===== src/rtl/nonce_decoder_pkg.sv =====
// Shared constants and helpers for the nonce decoder.
// Nonce width and prefix/index width derivation.
package nonce_decoder_pkg;

  localparam int NONCE_W = 32;

  function automatic int idx_w(input int cores);
    return $clog2(cores);
  endfunction

  function automatic int prefix_w(input int cores);
    return NONCE_W - $clog2(cores);
  endfunction

endpackage


===== src/rtl/processorResultsIfc.sv =====
// Per-cycle result bundle from the hashing cores.
// Shared nonce prefix plus one success flag per core.
interface processorResultsIfc
  import nonce_decoder_pkg::*;
#(
  parameter int NUM_CORES = 4
) (
  input logic clk
);

  logic [prefix_w(NUM_CORES)-1:0] nonce_prefix;
  logic [NUM_CORES-1:0]           success;

  modport reader (
    input clk,
    input nonce_prefix,
    input success
  );

endinterface


===== src/rtl/nonce_decoder_lowest_set_index.sv =====
// Priority encoder: position of the lowest set bit.
// Lower core index wins when several cores succeed.
module lowest_set_index #(
  parameter int N = 4
) (
  input  logic [N-1:0]         vec,
  output logic                 any,
  output logic [$clog2(N)-1:0] index
);

  localparam int IW = $clog2(N);

  // scan high to low so the lowest set bit is written last
  always_comb begin
    any   = 1'b0;
    index = '0;
    for (int i = N - 1; i >= 0; i--) begin
      if (vec[i]) begin
        any   = 1'b1;
        index = IW'(i);
      end
    end
  end

endmodule


===== src/rtl/nonce_decoder.sv =====
// Turns per-core success flags into a winning nonce.
// Ignores pipeline-fill cycles; first found nonce is held.
module nonce_decoder
  import nonce_decoder_pkg::*;
#(
  parameter int NUM_CORES     = 4,
  parameter int BROADCAST_CNT = 5
) (
  input  logic               clk,
  input  logic               rst,
  input  logic               valid_i,
  input  logic               newblock_i,
  processorResultsIfc.reader rawinput_i,
  output logic               valid_o,
  output logic               success_o,
  output logic [NONCE_W-1:0] nonce_o
);

  localparam int IW = idx_w(NUM_CORES);
  localparam int CW = $clog2(BROADCAST_CNT + 1);
  localparam logic [CW-1:0] FULL = CW'(BROADCAST_CNT);

  logic [CW-1:0] fill;
  logic          armed;
  logic          any;
  logic [IW-1:0] index;
  logic          accept;

  lowest_set_index #(
    .N (NUM_CORES)
  ) u_lsi (
    .vec   (rawinput_i.success),
    .any   (any),
    .index (index)
  );

  // a cycle counts only once a block has started and the pipe is full
  always_comb begin
    accept = valid_i && !newblock_i && armed && (fill == FULL);
  end

  // fill counter, sticky first-found result and registered valid
  always_ff @(posedge clk or negedge rst) begin
    if (!rst) begin
      fill      <= '0;
      armed     <= 1'b0;
      valid_o   <= 1'b0;
      success_o <= 1'b0;
      nonce_o   <= '0;
    end else if (newblock_i) begin
      fill      <= valid_i ? CW'(1) : '0;
      armed     <= 1'b1;
      valid_o   <= 1'b0;
      success_o <= 1'b0;
      nonce_o   <= '0;
    end else begin
      valid_o <= accept;
      if (valid_i && fill != FULL) begin
        fill <= fill + CW'(1);
      end
      if (accept && any && !success_o) begin
        success_o <= 1'b1;
        nonce_o   <= {rawinput_i.nonce_prefix, index};
      end
    end
  end

endmodule


===== src/flat_wrapper.sv =====
// flat-port wrapper written by rule: the top's interface ports become plain ports
module nonce_decoder_flat import nonce_decoder_pkg::*;
#(
  parameter int NUM_CORES     = 4,
  parameter int BROADCAST_CNT = 5
)
  (clk, rst, valid_i, newblock_i, valid_o, success_o, nonce_o, rawinput_i_nonce_prefix, rawinput_i_success);
  processorResultsIfc #(.NUM_CORES(NUM_CORES)) rawinput_i_i (.clk(clk));
  input  logic clk;
  input  logic rst;
  input  logic valid_i;
  input  logic newblock_i;
  output logic valid_o;
  output logic success_o;
  output logic [NONCE_W-1:0] nonce_o;
  input wire logic [$bits(rawinput_i_i.nonce_prefix)-1:0] rawinput_i_nonce_prefix;
  input wire logic [$bits(rawinput_i_i.success)-1:0] rawinput_i_success;
  assign rawinput_i_i.nonce_prefix = rawinput_i_nonce_prefix;
  assign rawinput_i_i.success = rawinput_i_success;
  nonce_decoder #(.NUM_CORES(NUM_CORES), .BROADCAST_CNT(BROADCAST_CNT)) u_core (.clk(clk), .rst(rst), .valid_i(valid_i), .newblock_i(newblock_i), .rawinput_i(rawinput_i_i), .valid_o(valid_o), .success_o(success_o), .nonce_o(nonce_o));
endmodule

===== config.mk =====
export PLATFORM = sky130hd
export DESIGN_NAME = nonce_decoder_flat
export DESIGN_NICKNAME = d
export VERILOG_FILES = /design/src/rtl/nonce_decoder_pkg.sv /design/src/rtl/processorResultsIfc.sv /design/src/rtl/nonce_decoder_lowest_set_index.sv /design/src/rtl/nonce_decoder.sv /design/src/flat_wrapper.sv
export SDC_FILE = /design/constraint.sdc
export NUM_CORES = 1
export LEC_CHECK = 0
export CAP_MARGIN = 20
export CORE_UTILIZATION = 44
export CTS_CLUSTER_DIAMETER = 30
export DETAILED_ROUTE_END_ITERATION = 10
export PLACE_DENSITY = 0.8
export SYNTH_ARGS = -nofsm -noshare
export SYNTH_HDL_FRONTEND = slang
export SYNTH_HIERARCHICAL = 1
export SYNTH_SLANG_ARGS = --single-unit

===== constraint.sdc =====
create_clock -name clk -period 2 [get_ports clk]
set_input_delay 0.3 -clock clk [delete_from_list [all_inputs] [get_ports clk]]
set_output_delay 0.3 -clock clk [all_outputs]
set_load 0.05 [all_outputs]

==> summary.md, run 1 <==
| Metric | Value |
|---|---|
| Hpwl dp | `2470 um` |
| First-pass GRT wire length | `6060 um` |
| Reg2Reg Setup Slack | `0.43 ns` |
| Count of max-cap constraint violations | `0` |
| Syn_nets | `211` |
| Total vias in the final route | `1370` |
| Largest net degree at the start of global routing | `72` |
| Reg-to-Reg End | `u_core/nonce_o[21]` |
| Setup violators final | `0` |
| Vias per cell | `4.68` |
| Cell Area, Synth | `0.00192 mm^2` |
| CP Capture Type | `primary output` |
| Post-CTS setup buffers | `0` |
| Ports | `72` |
| CTS tree | `yes` |
| Top delay family on crit path | `buffers and inverters` |
| Worst Max-Slew Pin Slew | `0.813 ns` |
| Tot Pwr | `1.52 mW` |
| Setup CP Type | `reg2out` |
| Setup Skew | `0.00490 ns` |
| Violation count after the first detailed-route iteration | `59` |
| Rel. slew slack | `45.8%` |
| Sinks on the clock net | `38` |
| Final hold vios | `0` |
| CTS H-Tree Depth | `2` |
| Critical R2R Launch | `u_core/fill[1]` |
| CP Launch Point | `u_core/success_o` |
| Synth top cells by count | `nand2b_1, dfrtp_1, mux2i_1, clkbuf_1, nor2_1` |
| Port bufs | `71` |
| HP Class | `in2async` |
| RePlAce Congestion | `0.684` |
| Warnings from Yosys | `6` |
| Setup WS pre-CTS | `0.214 ns` |
| Post-synth EDFFs | `0` |
| Antenna diodes | `0` |
| Max incr delay on CP | `0.84 ns` |
| CTS buffer count | `5` |
| FF+latch count, synth | `38` |
| Vias in the first global route | `1366` |
| Starting Density | `47.1%` |
| Startpoint Class | `register` |
| Cell taking the most area after synthesis | `dfrtp_1` |
| PD cells | `553 mW/mm^2` |
| Die area | `0.00464 mm^2` |
| Layout Nets | `282` |
| Root buffer cell | `clkbuf_8` |
| All-Layer GR Usage | `17.8%` |
| Sequential area share after synthesis | `49.4%` |
| Worst path arrival time | `1.53 ns` |
| Synth area leaders | `dfrtp_1, nand2b_1, mux2i_1` |
| Drt pass-1 iters | `4` |
| Leak | `1.09 nW` |
| Clk_lat worst skew | `0.29 ns` |
| Core ar. | `0.00409 mm^2` |
| Final period utilization | `91.7%` |
| Final antenna-violating net count | `0` |
| Post-DP Area | `0.00266 mm^2` |
| Final Slew Violations | `0` |
| Gr ovfl total | `0` |
| Clock buffer depth | `2` |
| DRC | `0` |
| Fin util | `67.4%` |
| Design area | `0.00276 mm^2` |
| RSZ-0062 raised after global routing | `no` |
| Post_cts resized | `0` |
| Critical path peak fanout | `3` |
| Post-synth top area share | `49.4%` |
| Final setup TNS | `0 ns` |
| R2R cell count | `6` |
| Drt total wl | `3670 um` |
| Layout area overhead | `43.2%` |
| Fin worst setup slack | `0.165 ns` |
| Crit path to | `success_o` |
| Clock transition at path regs | `0.07 ns` |
| Hold_buf cts | `0` |
| Initial antenna violation count | `0` |
| Crit path required time | `1.70 ns` |
| CP bufs+invs | `1` |
| Mean Syn Cell Area | `11.3 um^2` |
| Fmax | `545 MHz` |
| Die H | `68.1 um` |
| Die width | `68.1 um` |
| Final worst path period need | `1.83 ns` |
| Outcome | `complete, no violations` |
| Share of layout cells above drive strength 1 | `7.00%` |
| Synth Instances | `171` |
| Worst path cell trace | `clkdlybuf4s50_1` |
| VDD IR max | `0.380 mV` |
| # rows | `23` |
| Synth Flop Type | `dfrtp_1` |
| Async SR Flop Fraction | `100%` |
| Number of cells on the critical path | `1` |
| Slowest-stage cell, CP | `clkdlybuf4s50_1` |
| Most common cell in the netlist | `nand2b_1` |
| Unique masters post-synth | `21` |
| Average wire per standard cell | `12.5 um` |
-- metal layers --
layer	vias to the layer above	GRT usage [%]	routed length, um
met5	-	0	0
met4	0	4.69	29
met3	6	6.83	272
met2	43	28.4	1670
li1	699	-	-
met1	622	22.3	1700
-- cell type report --
type                       count  area, um^2
clock buffer                   7        86.3
multi-input combinational    121         895
fill                         330        1330
tap                           50        62.6
timing repair buffer          74         748
inverter                       2        7.51
clock inverter                 1        5.00
sequential                    38         951
-- kinds of logic after synthesis --
kind of cell,count (synthesis),share of synthesized area (%)
muxes,32,16.6
AOI/OAI and AO/OA,8,2.80
adders and majority gates,2,1.30
DFF,38,49.4
and+or+nand+nor,79,25.7
buffers and inverters,12,4.10
-- placed cells by master (no fill, tap or decap), drive strengths merged, types with 3 or more instances in the layout --
master	n
a21oi	3
mux2i	32
nor2	4
clkbuf	7
nor3	3
clkdlybuf4s50	69
buf	5
dfrtp	38
nand2b	66
-- how the worst min path moves through the flow --
stage                     slack (ns)                 end  depth (start not counted)  from
final                           0.07  u_core/nonce_o[18]                          2   rst
after global routing            0.09  u_core/nonce_o[11]                          2   rst
after CTS                       0.08  u_core/nonce_o[11]                          2   rst
after detailed placement        0.40  u_core/nonce_o[11]                          2   rst
after global placement          0.38  u_core/nonce_o[14]                          2   rst
after floorplan                0.004        u_core/armed                          0   rst
-- state kept, by name, summed over array words and instances, names as in the netlist --
signal            flops
u_core/fill           3
u_core/nonce_o       32
u_core/success_o      1
u_core/valid_o        1
u_core/armed          1
-- report_power, final --
| part | total (mW) | internal, mW | switching, mW |
|---|---|---|---|
| Sequential | 0.785 | 0.777 | 0.00754 |
| Clock | 0.538 | 0.278 | 0.260 |
| Combinational | 0.200 | 0.114 | 0.0861 |
| Total | 1.52 | 1.17 | 0.354 |
-- stage by stage --
| stage | hold slack (ns) | instances |
|---|---|---|
| 5_1_grt | 0.0890 | 293 |
| 3_5_place_dp | 0.396 | 285 |
| 3_3_place_gp | 0.378 | 285 |
| 4_1_cts | 0.0760 | 293 |
| 2_1_floorplan | 0.00441 | 171 |
| 6_report | 0.0653 | 293 |
(Power assumes the default switching activity.)
==> run 2, diff against run 1 <==
--- a/config.mk
+++ b/config.mk
@@ -9,7 +9,9 @@
 export CORE_UTILIZATION = 44
 export CTS_CLUSTER_DIAMETER = 30
 export DETAILED_ROUTE_END_ITERATION = 10
+export GPL_TIMING_DRIVEN = 0
 export PLACE_DENSITY = 0.8
+export SLEW_MARGIN = 20
 export SYNTH_ARGS = -nofsm -noshare
 export SYNTH_HDL_FRONTEND = slang
 export SYNTH_HIERARCHICAL = 1
==> run 2 against run 1 <==
Net effect:
- global-route usage increased by 1.4 points
- utilization up 1.2 points
- first-iteration DRC count down 12%
- register-to-register slack worse by 0.18 ns
- power is 0.89% lower
- critical path depth unchanged
- wire length grew 11%
- largest power group unchanged
==> summary.md, run 2 (synthesis gave the netlist of run 1 again) <==
| Metric | Value |
|---|---|
| Outcome | `complete, no violations` |
| Core ar. | `0.00409 mm^2 (unchanged)` |
| Clock buffer depth | `2 (unchanged)` |
| Drt pass-1 iters | `4 (unchanged)` |
| Count of max-cap constraint violations | `0 (unchanged)` |
| Hpwl dp | `2950 um (+20%)` |
| Ports | `72 (unchanged)` |
| Total vias in the final route | `1435 (+4.7%)` |
| Max incr delay on CP | `0.83 ns (about the same)` |
| Setup CP Type | `reg2out` |
| Violation count after the first detailed-route iteration | `52 (-12%)` |
| CP Capture Type | `primary output` |
| Die width | `68.1 um (unchanged)` |
| Cells after DPL | `293 (+2.8%)` |
| CTS H-Tree Depth | `2 (unchanged)` |
| Post_cts resized | `0 (unchanged)` |
| Design area | `0.00281 mm^2 (+1.8%)` |
| CP Launch Point | `u_core/success_o` |
| Setup WS pre-CTS | `0.00703 ns (-0.207 ns)` |
| Clock transition at path regs | `0.07 ns (about the same)` |
| Worst path cell trace | `clkdlybuf4s50_1` |
| Starting Density | `47.1% (unchanged)` |
| Drt total wl | `4060 um (+11%)` |
| Vias in the first global route | `1386 (+1.5%)` |
| Top flop regs | `u_core/nonce_o x32, u_core/fill x3` |
| Final std cells w/o fill | `300 (+2.4%)` |
| RePlAce Congestion | `0.685 (about the same)` |
| Clk_lat worst skew | `0.28 ns (about the same)` |
| Initial antenna violation count | `0 (unchanged)` |
| Internal Dissipation | `1.16 mW (-0.42%)` |
| Met1 Usage GRT | `25.3% (+3.0 points)` |
| Largest net degree at the start of global routing | `27 (-63%)` |
| Setup Skew | `0.00515 ns (+0.000246 ns)` |
| Sinks on the clock net | `38 (unchanged)` |
| Layout Nets | `291 (+3.2%)` |
| Global Route met2 Usage | `30.1% (+1.7 points)` |
| Largest reg by FF count | `u_core/nonce_o` |
| RSZ-0062 raised after global routing | `no` |
| Hold_buf cts | `1 (+1)` |
| Fmax | `548 MHz (+0.59%)` |
| Die area | `0.00464 mm^2 (unchanged)` |
| Max reg flops | `32 (unchanged)` |
| Setup violators final | `0 (unchanged)` |
| Fin worst setup slack | `0.176 ns (+0.0107 ns)` |
| Average wire per standard cell | `13.5 um (+7.9%)` |
| Combinational Power Share | `14.2% (+1.0 points)` |
| Leak | `1.11 nW (+1.6%)` |
| Slowest-stage cell, CP | `clkdlybuf4s50_1` |
| Final worst path period need | `1.82 ns (-0.0107 ns)` |
| First-pass GRT wire length | `6490 um (+7.2%)` |
| Die H | `68.1 um (unchanged)` |
| VDD IR max | `0.435 mV (+14%)` |
| Post-CTS setup buffers | `0 (unchanged)` |
| PD cells | `538 mW/mm^2 (-2.7%)` |
| Vias per cell | `4.78 (+2.3%)` |
| Startpoint Class | `register` |
| Final Slew Violations | `0 (unchanged)` |
| Sw Ratio | `22.9% (-0.36 points)` |
| Gr ovfl total | `0 (unchanged)` |
| Seq pwr share | `52.0% (+0.5 points)` |
| Net Switching | `0.345 mW (-2.4%)` |
| Share of layout cells above drive strength 1 | `6.40% (-0.60 points)` |
| CP bufs+invs | `1 (unchanged)` |
| Antenna diodes | `0 (unchanged)` |
| Final period utilization | `91.2% (-0.54 points)` |
| Commonest non-fill, non-tap cells in the layout | `clkdlybuf4s50_1, nand2b_1, dfrtp_1, mux2i_1, clkbuf_1` |
| Crit path required time | `1.70 ns (about the same)` |
| Most used routing layer | `met2` |
| # rows | `23 (unchanged)` |
| Rel. slew slack | `65.8% (+20 points)` |
| DRC | `0 (unchanged)` |
| Met3 GRT Util | `6.33% (-0.50 points)` |
| Worst Max-Slew Pin Slew | `0.512 ns (-0.301 ns)` |
| Critical R2R Launch | `u_core/fill[1]` |
| Worst path arrival time | `1.52 ns (about the same)` |
| Top delay family on crit path | `buffers and inverters` |
| Post-DP Area | `0.00271 mm^2 (+1.8%)` |
| All-Layer GR Usage | `19.2% (+1.4 points)` |
| Most common cell after layout, fill and taps aside | `clkdlybuf4s50_1` |
| HP Class | `in2async` |
| Critical path peak fanout | `3 (unchanged)` |
| Final antenna-violating net count | `0 (unchanged)` |
| Layout area overhead | `45.8%` |
| Final hold vios | `0 (unchanged)` |
| Clock share of power | `33.8% (-1.5 points)` |
| CTS tree | `yes` |
| Root buffer cell | `clkbuf_8` |
| Port bufs | `71 (unchanged)` |
| CTS buffer count | `5 (unchanged)` |
[run 2: cell types whose count changed in the layout (fill, tap and decap cells not counted), sizes merged]
| cell | delta |
|---|---|
| clkbuf | +6 |
| clkdlybuf4s50 | +1 |
| clkinv | -1 |
| dlygate4sd3 | +1 |
[run 2: final cells by class]
type                       count  area (um^2)
fill                         332         1280
timing repair buffer          73          736
clock buffer                   6         82.6
multi-input combinational    121          895
inverter                       2         7.51
sequential                    38          951
tap                           50         62.6
buffer                        10         71.3
[run 2: worst paths after layout]
check / to / slack (ns) / cells after the start
max in group asynchronous: u_core/nonce_o[24] / 1.10 / 3
min in group clk: u_core/armed / 0.49 / 1
setup reg to reg: u_core/nonce_o[2] / 0.25 / 6
hold / removal: u_core/fill[2] / 0.45 / 2
hold reg to reg: u_core/armed / 0.49 / 1
setup / recovery: success_o / 0.18 / 1
[run 2: through the flow]
| step | setup TNS [ns] | hold slack (ns) | total power [mW] | utilization [%] |
|---|---|---|---|---|
| 2_1_floorplan | 0 | 0.00441 | 0.892 | - |
| 3_3_place_gp | -12.23 | 0.471 | 1.01 | 66.0 |
| 3_5_place_dp | 0 | 0.215 | 1.02 | 66.4 |
| 4_1_cts | 0 | 0.432 | 1.54 | 68.6 |
| 5_1_grt | 0 | 0.460 | 1.58 | 68.6 |
| 6_report | 0 | 0.455 | 1.51 | 68.6 |
[run 2: power groups by stage]
stage	Combinational [mW]	Clock (mW)	Sequential, mW
final	0.214	0.510	0.785
after global placement	0.209	0	0.800
after detailed placement	0.216	0	0.800
after floorplan	0.0773	0	0.814
after global routing	0.233	0.562	0.786
after CTS	0.218	0.538	0.785
[run 2: layer usage]
| layer | part of all wire, % | vias to the layer above |
|---|---|---|
| met3 | 6.3 | 3 |
| met4 | 0.76 | 0 |
| met2 | 48 | 44 |
| li1 | - | 716 |
| met1 | 44 | 672 |
| met5 | 0 | - |
